`src/rtl/msrv32_reg_writeback_unit.sv`:
```
// Register-file write side: merges single-cycle ALU results with aligned load data,
// tracking one outstanding load with timeout and misalignment/illegal-funct3 errors.
module msrv32_reg_writeback_unit #(
    parameter int TIMEOUT_CYCLES = 255,
    parameter int CNT_W          = 8
) (
    input  logic        ms_riscv32_mp_clk_in,
    input  logic        ms_riscv32_mp_rst_in,
    input  logic        alu_valid_in,
    input  logic [4:0]  alu_rd_addr_in,
    input  logic [31:0] alu_result_in,
    input  logic        load_issue_in,
    input  logic [4:0]  load_rd_addr_in,
    input  logic [2:0]  load_funct3_in,
    input  logic [1:0]  load_offset_in,
    input  logic        dmem_rvalid_in,
    input  logic [31:0] dmem_rdata_in,
    input  logic        err_clr_in,
    output logic        wr_en_out,
    output logic [4:0]  rd_addr_out,
    output logic [31:0] rd_out,
    output logic        stall_out,
    output logic        load_err_out,
    output logic [1:0]  err_code_out
);

    typedef enum logic [1:0] {
        IDLE      = 2'd0,
        LOAD_WAIT = 2'd1,
        ERR       = 2'd2
    } state_t;

    localparam logic [1:0] ERR_MISALIGN = 2'b01;
    localparam logic [1:0] ERR_TIMEOUT  = 2'b10;
    localparam logic [1:0] ERR_FUNCT3   = 2'b11;
    localparam logic [CNT_W:0] TIMEOUT_LIMIT = TIMEOUT_CYCLES[CNT_W:0];
    localparam logic [CNT_W:0] CNT_ONE       = {{CNT_W{1'b0}}, 1'b1};

    state_t            state_q, state_d;
    logic [CNT_W-1:0]  cnt_q, cnt_d;
    logic [4:0]        ld_rd_q, ld_rd_d;
    logic [2:0]        ld_f3_q, ld_f3_d;
    logic [1:0]        ld_off_q, ld_off_d;
    logic [1:0]        err_code_q, err_code_d;
    logic              wr_en_q, wr_en_d;
    logic [4:0]        rd_addr_q, rd_addr_d;
    logic [31:0]       rd_q, rd_d;

    logic [CNT_W:0]    cnt_inc;
    logic [31:0]       byte_sh, half_sh, load_data;

    assign cnt_inc = {1'b0, cnt_q} + CNT_ONE;

    // Memory returns a naturally aligned word; shift the addressed lane down to bit 0.
    assign byte_sh = dmem_rdata_in >> {ld_off_q, 3'b000};
    assign half_sh = dmem_rdata_in >> {ld_off_q[1], 4'b0000};

    always_comb begin
        load_data = dmem_rdata_in;
        case (ld_f3_q)
            3'b000:  load_data = {{24{byte_sh[7]}}, byte_sh[7:0]};
            3'b100:  load_data = {24'd0, byte_sh[7:0]};
            3'b001:  load_data = {{16{half_sh[15]}}, half_sh[15:0]};
            3'b101:  load_data = {16'd0, half_sh[15:0]};
            default: load_data = dmem_rdata_in;
        endcase
    end

    always_comb begin
        state_d    = state_q;
        cnt_d      = cnt_q;
        ld_rd_d    = ld_rd_q;
        ld_f3_d    = ld_f3_q;
        ld_off_d   = ld_off_q;
        err_code_d = err_code_q;
        wr_en_d    = 1'b0;
        rd_addr_d  = rd_addr_q;
        rd_d       = rd_q;
        case (state_q)
            IDLE: begin
                if (alu_valid_in) begin
                    wr_en_d   = |alu_rd_addr_in;
                    rd_addr_d = alu_rd_addr_in;
                    rd_d      = alu_result_in;
                end
                if (load_issue_in) begin
                    ld_rd_d  = load_rd_addr_in;
                    ld_f3_d  = load_funct3_in;
                    ld_off_d = load_offset_in;
                    case (load_funct3_in)
                        3'b011, 3'b110, 3'b111: begin
                            state_d    = ERR;
                            err_code_d = ERR_FUNCT3;
                        end
                        3'b001, 3'b101: begin
                            if (load_offset_in[0]) begin
                                state_d    = ERR;
                                err_code_d = ERR_MISALIGN;
                            end else begin
                                state_d = LOAD_WAIT;
                                cnt_d   = '0;
                            end
                        end
                        3'b010: begin
                            if (load_offset_in != 2'b00) begin
                                state_d    = ERR;
                                err_code_d = ERR_MISALIGN;
                            end else begin
                                state_d = LOAD_WAIT;
                                cnt_d   = '0;
                            end
                        end
                        default: begin
                            state_d = LOAD_WAIT;
                            cnt_d   = '0;
                        end
                    endcase
                end
            end
            LOAD_WAIT: begin
                // A response wins over a timeout expiring in the same cycle.
                if (dmem_rvalid_in) begin
                    state_d   = IDLE;
                    wr_en_d   = |ld_rd_q;
                    rd_addr_d = ld_rd_q;
                    rd_d      = load_data;
                end else begin
                    cnt_d = cnt_inc[CNT_W-1:0];
                    if (cnt_inc == TIMEOUT_LIMIT) begin
                        state_d    = ERR;
                        err_code_d = ERR_TIMEOUT;
                    end
                end
            end
            ERR: begin
                if (err_clr_in) state_d = IDLE;
            end
            default: state_d = IDLE;
        endcase
    end

    always_ff @(posedge ms_riscv32_mp_clk_in or posedge ms_riscv32_mp_rst_in) begin
        if (ms_riscv32_mp_rst_in) begin
            state_q    <= IDLE;
            cnt_q      <= '0;
            ld_rd_q    <= '0;
            ld_f3_q    <= '0;
            ld_off_q   <= '0;
            err_code_q <= '0;
            wr_en_q    <= 1'b0;
            rd_addr_q  <= '0;
            rd_q       <= '0;
        end else begin
            state_q    <= state_d;
            cnt_q      <= cnt_d;
            ld_rd_q    <= ld_rd_d;
            ld_f3_q    <= ld_f3_d;
            ld_off_q   <= ld_off_d;
            err_code_q <= err_code_d;
            wr_en_q    <= wr_en_d;
            rd_addr_q  <= rd_addr_d;
            rd_q       <= rd_d;
        end
    end

    assign wr_en_out    = wr_en_q;
    assign rd_addr_out  = rd_addr_q;
    assign rd_out       = rd_q;
    assign stall_out    = (state_q != IDLE);
    assign load_err_out = (state_q == ERR);
    assign err_code_out = err_code_q;

endmodule

```
`config.mk`:
```
export PLATFORM = sky130hd
export DESIGN_NAME = msrv32_reg_writeback_unit
export DESIGN_NICKNAME = d
export VERILOG_FILES = /design/src/rtl/msrv32_reg_writeback_unit.sv
export SDC_FILE = /design/constraint.sdc
export NUM_CORES = 1
export LEC_CHECK = 0
export ABC_AREA = 1
export CORE_AREA = 2 2 89 91
export CTS_CLUSTER_DIAMETER = 200
export DETAILED_ROUTE_END_ITERATION = 6
export DIE_AREA = 0 0 91 93
export PLACE_DENSITY_LB_ADDON = 0.05
export SLEW_MARGIN = 20
export SYNTH_ARGS = -nofsm -noshare
export SYNTH_HDL_FRONTEND = slang
export SYNTH_SLANG_ARGS = --single-unit
export TNS_END_PERCENT = 20
```
`constraint.sdc`:
```
create_clock -name ms_riscv32_mp_clk_in -period 3.9 [get_ports ms_riscv32_mp_clk_in]
set_input_delay 0.39 -clock ms_riscv32_mp_clk_in [delete_from_list [all_inputs] [get_ports ms_riscv32_mp_clk_in]]
set_output_delay 0.39 -clock ms_riscv32_mp_clk_in [all_outputs]
set_load 0.05 [all_outputs]
```
==> results list <==
- Largest voltage drop on the vdd net: 0.5919 mV
* Initial detailed-routing violation count: 288
- TritonCTS built the clock tree.
- Once placement finished, the instance area stood at 4817 um2.
- For the worst setup path, the data arrival time is 2.61 ns.
- At the worst endpoint, the required time is 4.17 ns.
- Relative area change from synthesis to final layout: 41.84%
- The synthesized design contains 60 register bits.
- The number of nets handed over by synthesis was 589.
- Number of core rows: 32
- The tool flagged a number of max-cap violations equal to 0.
- Final Max Slew Viols: 0
- Clock slew seen by the registers of the worst setup and hold paths: 0.08 ns
* Cell type contributing the most total cell area after synthesis: sky130_fd_sc_hd__dfrtp_1
- Power Dens Cells: 860.1 nW/um2
* Estimated wirelength of the detail-placed design: 7.633 mm
* Final-stage net count: 705
* Count of pins on the block boundary: 127
- Via density: 5.225
* Worst Reg-to-Reg Cells: 7
* Via count: 3783
- Buffer levels on the longest clock path: 2
- The analysis attributes to cell leakage a power of 2.336 nW.
- In this run the tool buffered the top-level ports with 126 buffer cells.
- Antenna violation net count after detailed routing: 0
- Static timing analysis puts the maximum clock frequency at 427.4 MHz.
- In this run the standard cell core region covers 7527 um2.
- The finished cells cover 5022 um2.
* Vias in the first global route: 3642
- The critical path starts at state_q[0]$_DFFE_PP0P_.
* Setup slack of the critical path after layout: 1.560 ns
- Sinks on Clock Net: 60
* Number of buffers created by CTS: 9
* Clock group share of total power: 13.9%
- The tree is rooted in a sky130_fd_sc_hd__clkbuf_8.
- Buffers added to address setup during post-CTS repair amount to 0.
- Net switching component of the power: 0.002208 W
- Area fraction of the dominant cell type after synthesis: 42.40%
* Initial DRT Pass Iterations: 5
- The die is 93 um tall.
* Routability congestion estimate: 0.9221
- In the final layout, the multi-input gates occupy 1758 um2.
- The worst path in the final design needs a cycle of 2.340 ns, including I/O delays and setup.
* Remaining routing DRC violations: 0
- Summing all flip-flop and latch instances after layout gives 1501 um2.
* Most common cell after layout, fill and taps aside: sky130_fd_sc_hd__nand2_1
* Maximum number of pins on one net before global-route repair: 47
- Transition time at the pin with the least slew margin: 0.9301 ns
* Post-route clock skew: 0.01113 ns
- The run finished with clean final reports.
* PostCTS Resize Cnt: 0
* Launch point of the worst reg-to-reg path: state_q[0]$_DFFE_PP0P_
* Sequential-to-total area share from yosys stat: 42.40%
* Setup TNS Final: 0 ns
- Antenna violations before repair: 0
- Horizontal die dimension: 91 um
- For this run, the total global-route usage over all layers was measured as 25.31%.
* CTS Hold Buffers Added: 0
- The critical path is of the flop to flop type.
- Element type at the critical path end: flop
- CTS built an H-tree with a depth of 3.
- Final count of hold timing violations: 0
- Count of inserted antenna diode cells: 0
* Initial cell density of the core: 47.04%
- Synthesis handed over a netlist of 502 instances.
* Post-placement setup slack: 1.566 ns
- Remaining max-slew budget at the tightest pin: 37.99%
- The worst setup path is launched from a flop.
- The cell area that synthesis handed to floorplanning was 3541 um2.
- In this run the mean area of a mapped cell was 7.054 um2.
- Yosys printed 0 warnings.
- Filler instances: 730
- Post-layout total power: 0.004320 W
- The first global-routing pass estimated 17.24 mm of wire.
- Final critical-path share of the clock period: 59.99%
- Per report_power, the combinational group accounts for 58.8% of the total.
* Worst flop-to-flop path endpoint: rd_out[20]$_DFFE_PP0P_
- Routed wirelength normalized by instance count: 14.69 um
- Min-delay worst type: primary input to async pin
* Flop2flop setup slack: 1.56 ns
- Leftover overflow at the end of global routing: 0
* Total Die Area: 8463 um2
- Worst-case hold slack: 0.4366 ns
* Share of total power consumed by net switching: 51.13%
* Cell Int Power: 0.002111 W
* Sum of routed wire length over all layers: 10.64 mm
- Biggest area contributors in the synthesized netlist: sky130_fd_sc_hd__dfrtp_1 (42%), sky130_fd_sc_hd__nand2_1 (18%), sky130_fd_sc_hd__nand3_1 (7.6%)
- In this run the worst path has a maximum fanout of 46.
* Setup Viol. Count Final: 0
* Source-to-sink clock delay at the later pin of the worst-skew pair: 0.34 ns
* Share of post-route cells with drive strength above 1: 6.270%
* Unrepaired setup endpoints after global routing: no
- In the layout the commonest cells are sky130_fd_sc_hd__nand2_1 (171), sky130_fd_sc_hd__clkdlybuf4s50_1 (126), sky130_fd_sc_hd__dfrtp_1 (60), sky130_fd_sc_hd__nand3_1 (54), sky130_fd_sc_hd__inv_1 (35).
* Netlist cell types: 31
* Reg power frac: 27.4%
==> Yosys cell counts, drive strengths merged <==
library cell	number
a22oi	1
o21ai	32
or2	21
a21oi	34
mux2i	2
ha	2
o211ai	5
o22ai	5
nand2	174
dfrtp	60
clkbuf	5
a31oi	7
nor2	32
inv	41
nor3	3
o31ai	1
nand4	3
buf	18
nor3b	1
nand3	54
o21a	1
==> flip-flops by register name, indices dropped and copies added (netlist names) <==
register / flops
err_code_out: 2
cnt_q: 8
ld_f3_q: 3
rd_out: 32
ld_off_q: 2
wr_en_out: 1
state_q: 2
ld_rd_q: 5
rd_addr_out: 5
==> power groups by stage <==
| stage | sequential, W | clock [W] | combinational, W |
|---|---|---|---|
| after global placement | 0.00118 | 0 | 0.00249 |
| after CTS | 0.00118 | 0.000615 | 0.00254 |
| after detailed placement | 0.00118 | 0 | 0.00253 |
| final | 0.00118 | 0.000600 | 0.00254 |
| after global routing | 0.00122 | 0.000640 | 0.00276 |
| after floorplan | 0.00179 | 0 | 0.00117 |
==> cells by family after synthesis <==
| logic type | after synthesis | share of synthesized area (%) |
|---|---|---|
| AOI/OAI and AO/OA | 86 | 13.25 |
| muxes | 2 | 0.5654 |
| and+or+nand+nor | 288 | 35.12 |
| DFF | 60 | 42.40 |
| adders and majority gates | 2 | 0.7066 |
| buffers and inverters | 64 | 7.951 |
==> worst max path at each step <==
stage / slack (ns) / end
2_1_floorplan: 2.03 / cnt_q[0]$_DFFE_PP0P_
6_report: 1.56 / rd_out[20]$_DFFE_PP0P_
4_1_cts: 1.56 / rd_out[4]$_DFFE_PP0P_
5_1_grt: 1.32 / rd_out[1]$_DFFE_PP0P_
3_5_place_dp: 1.57 / rd_out[4]$_DFFE_PP0P_
3_3_place_gp: 1.62 / rd_out[4]$_DFFE_PP0P_
==> metal layers <==
layer	GRT usage [%]	wire, um	up-vias
met2	40.56	4941	157
met1	34.72	4738	1754
met5	0	0	-
met3	4.754	825	13
met4	8.460	132	0
li1	-	-	1859
==> metrics by stage <==
step	util [%]	cells
CTS	66.72	724
finish	66.72	724
global placement	64.00	709
detailed placement	64.00	709
global route	66.72	724
floorplan	-	502
==> worst max-delay path, cell delays in order (launching register included) <==
cell	delay [ns]
sky130_fd_sc_hd__dfrtp_1	0.45
sky130_fd_sc_hd__nand2_2	0.62
sky130_fd_sc_hd__inv_2	0.08
sky130_fd_sc_hd__nand2_2	0.11
sky130_fd_sc_hd__nand2_4	0.26
sky130_fd_sc_hd__inv_2	0.51
sky130_fd_sc_hd__nand2_1	0.11
sky130_fd_sc_hd__nand2_1	0.10
==> layout make-up <==
| class | count | share of cell area [%] |
|---|---|---|
| inverter | 41 | 3.064 |
| clock inverter | 5 | 1.545 |
| tap | 102 | 2.541 |
| sequential | 60 | 29.90 |
| multi-input combinational | 378 | 35.00 |
| timing repair buffer | 128 | 25.41 |
| clock buffer | 10 | 2.541 |
Note: power is estimated with default switching activity, not from simulation.
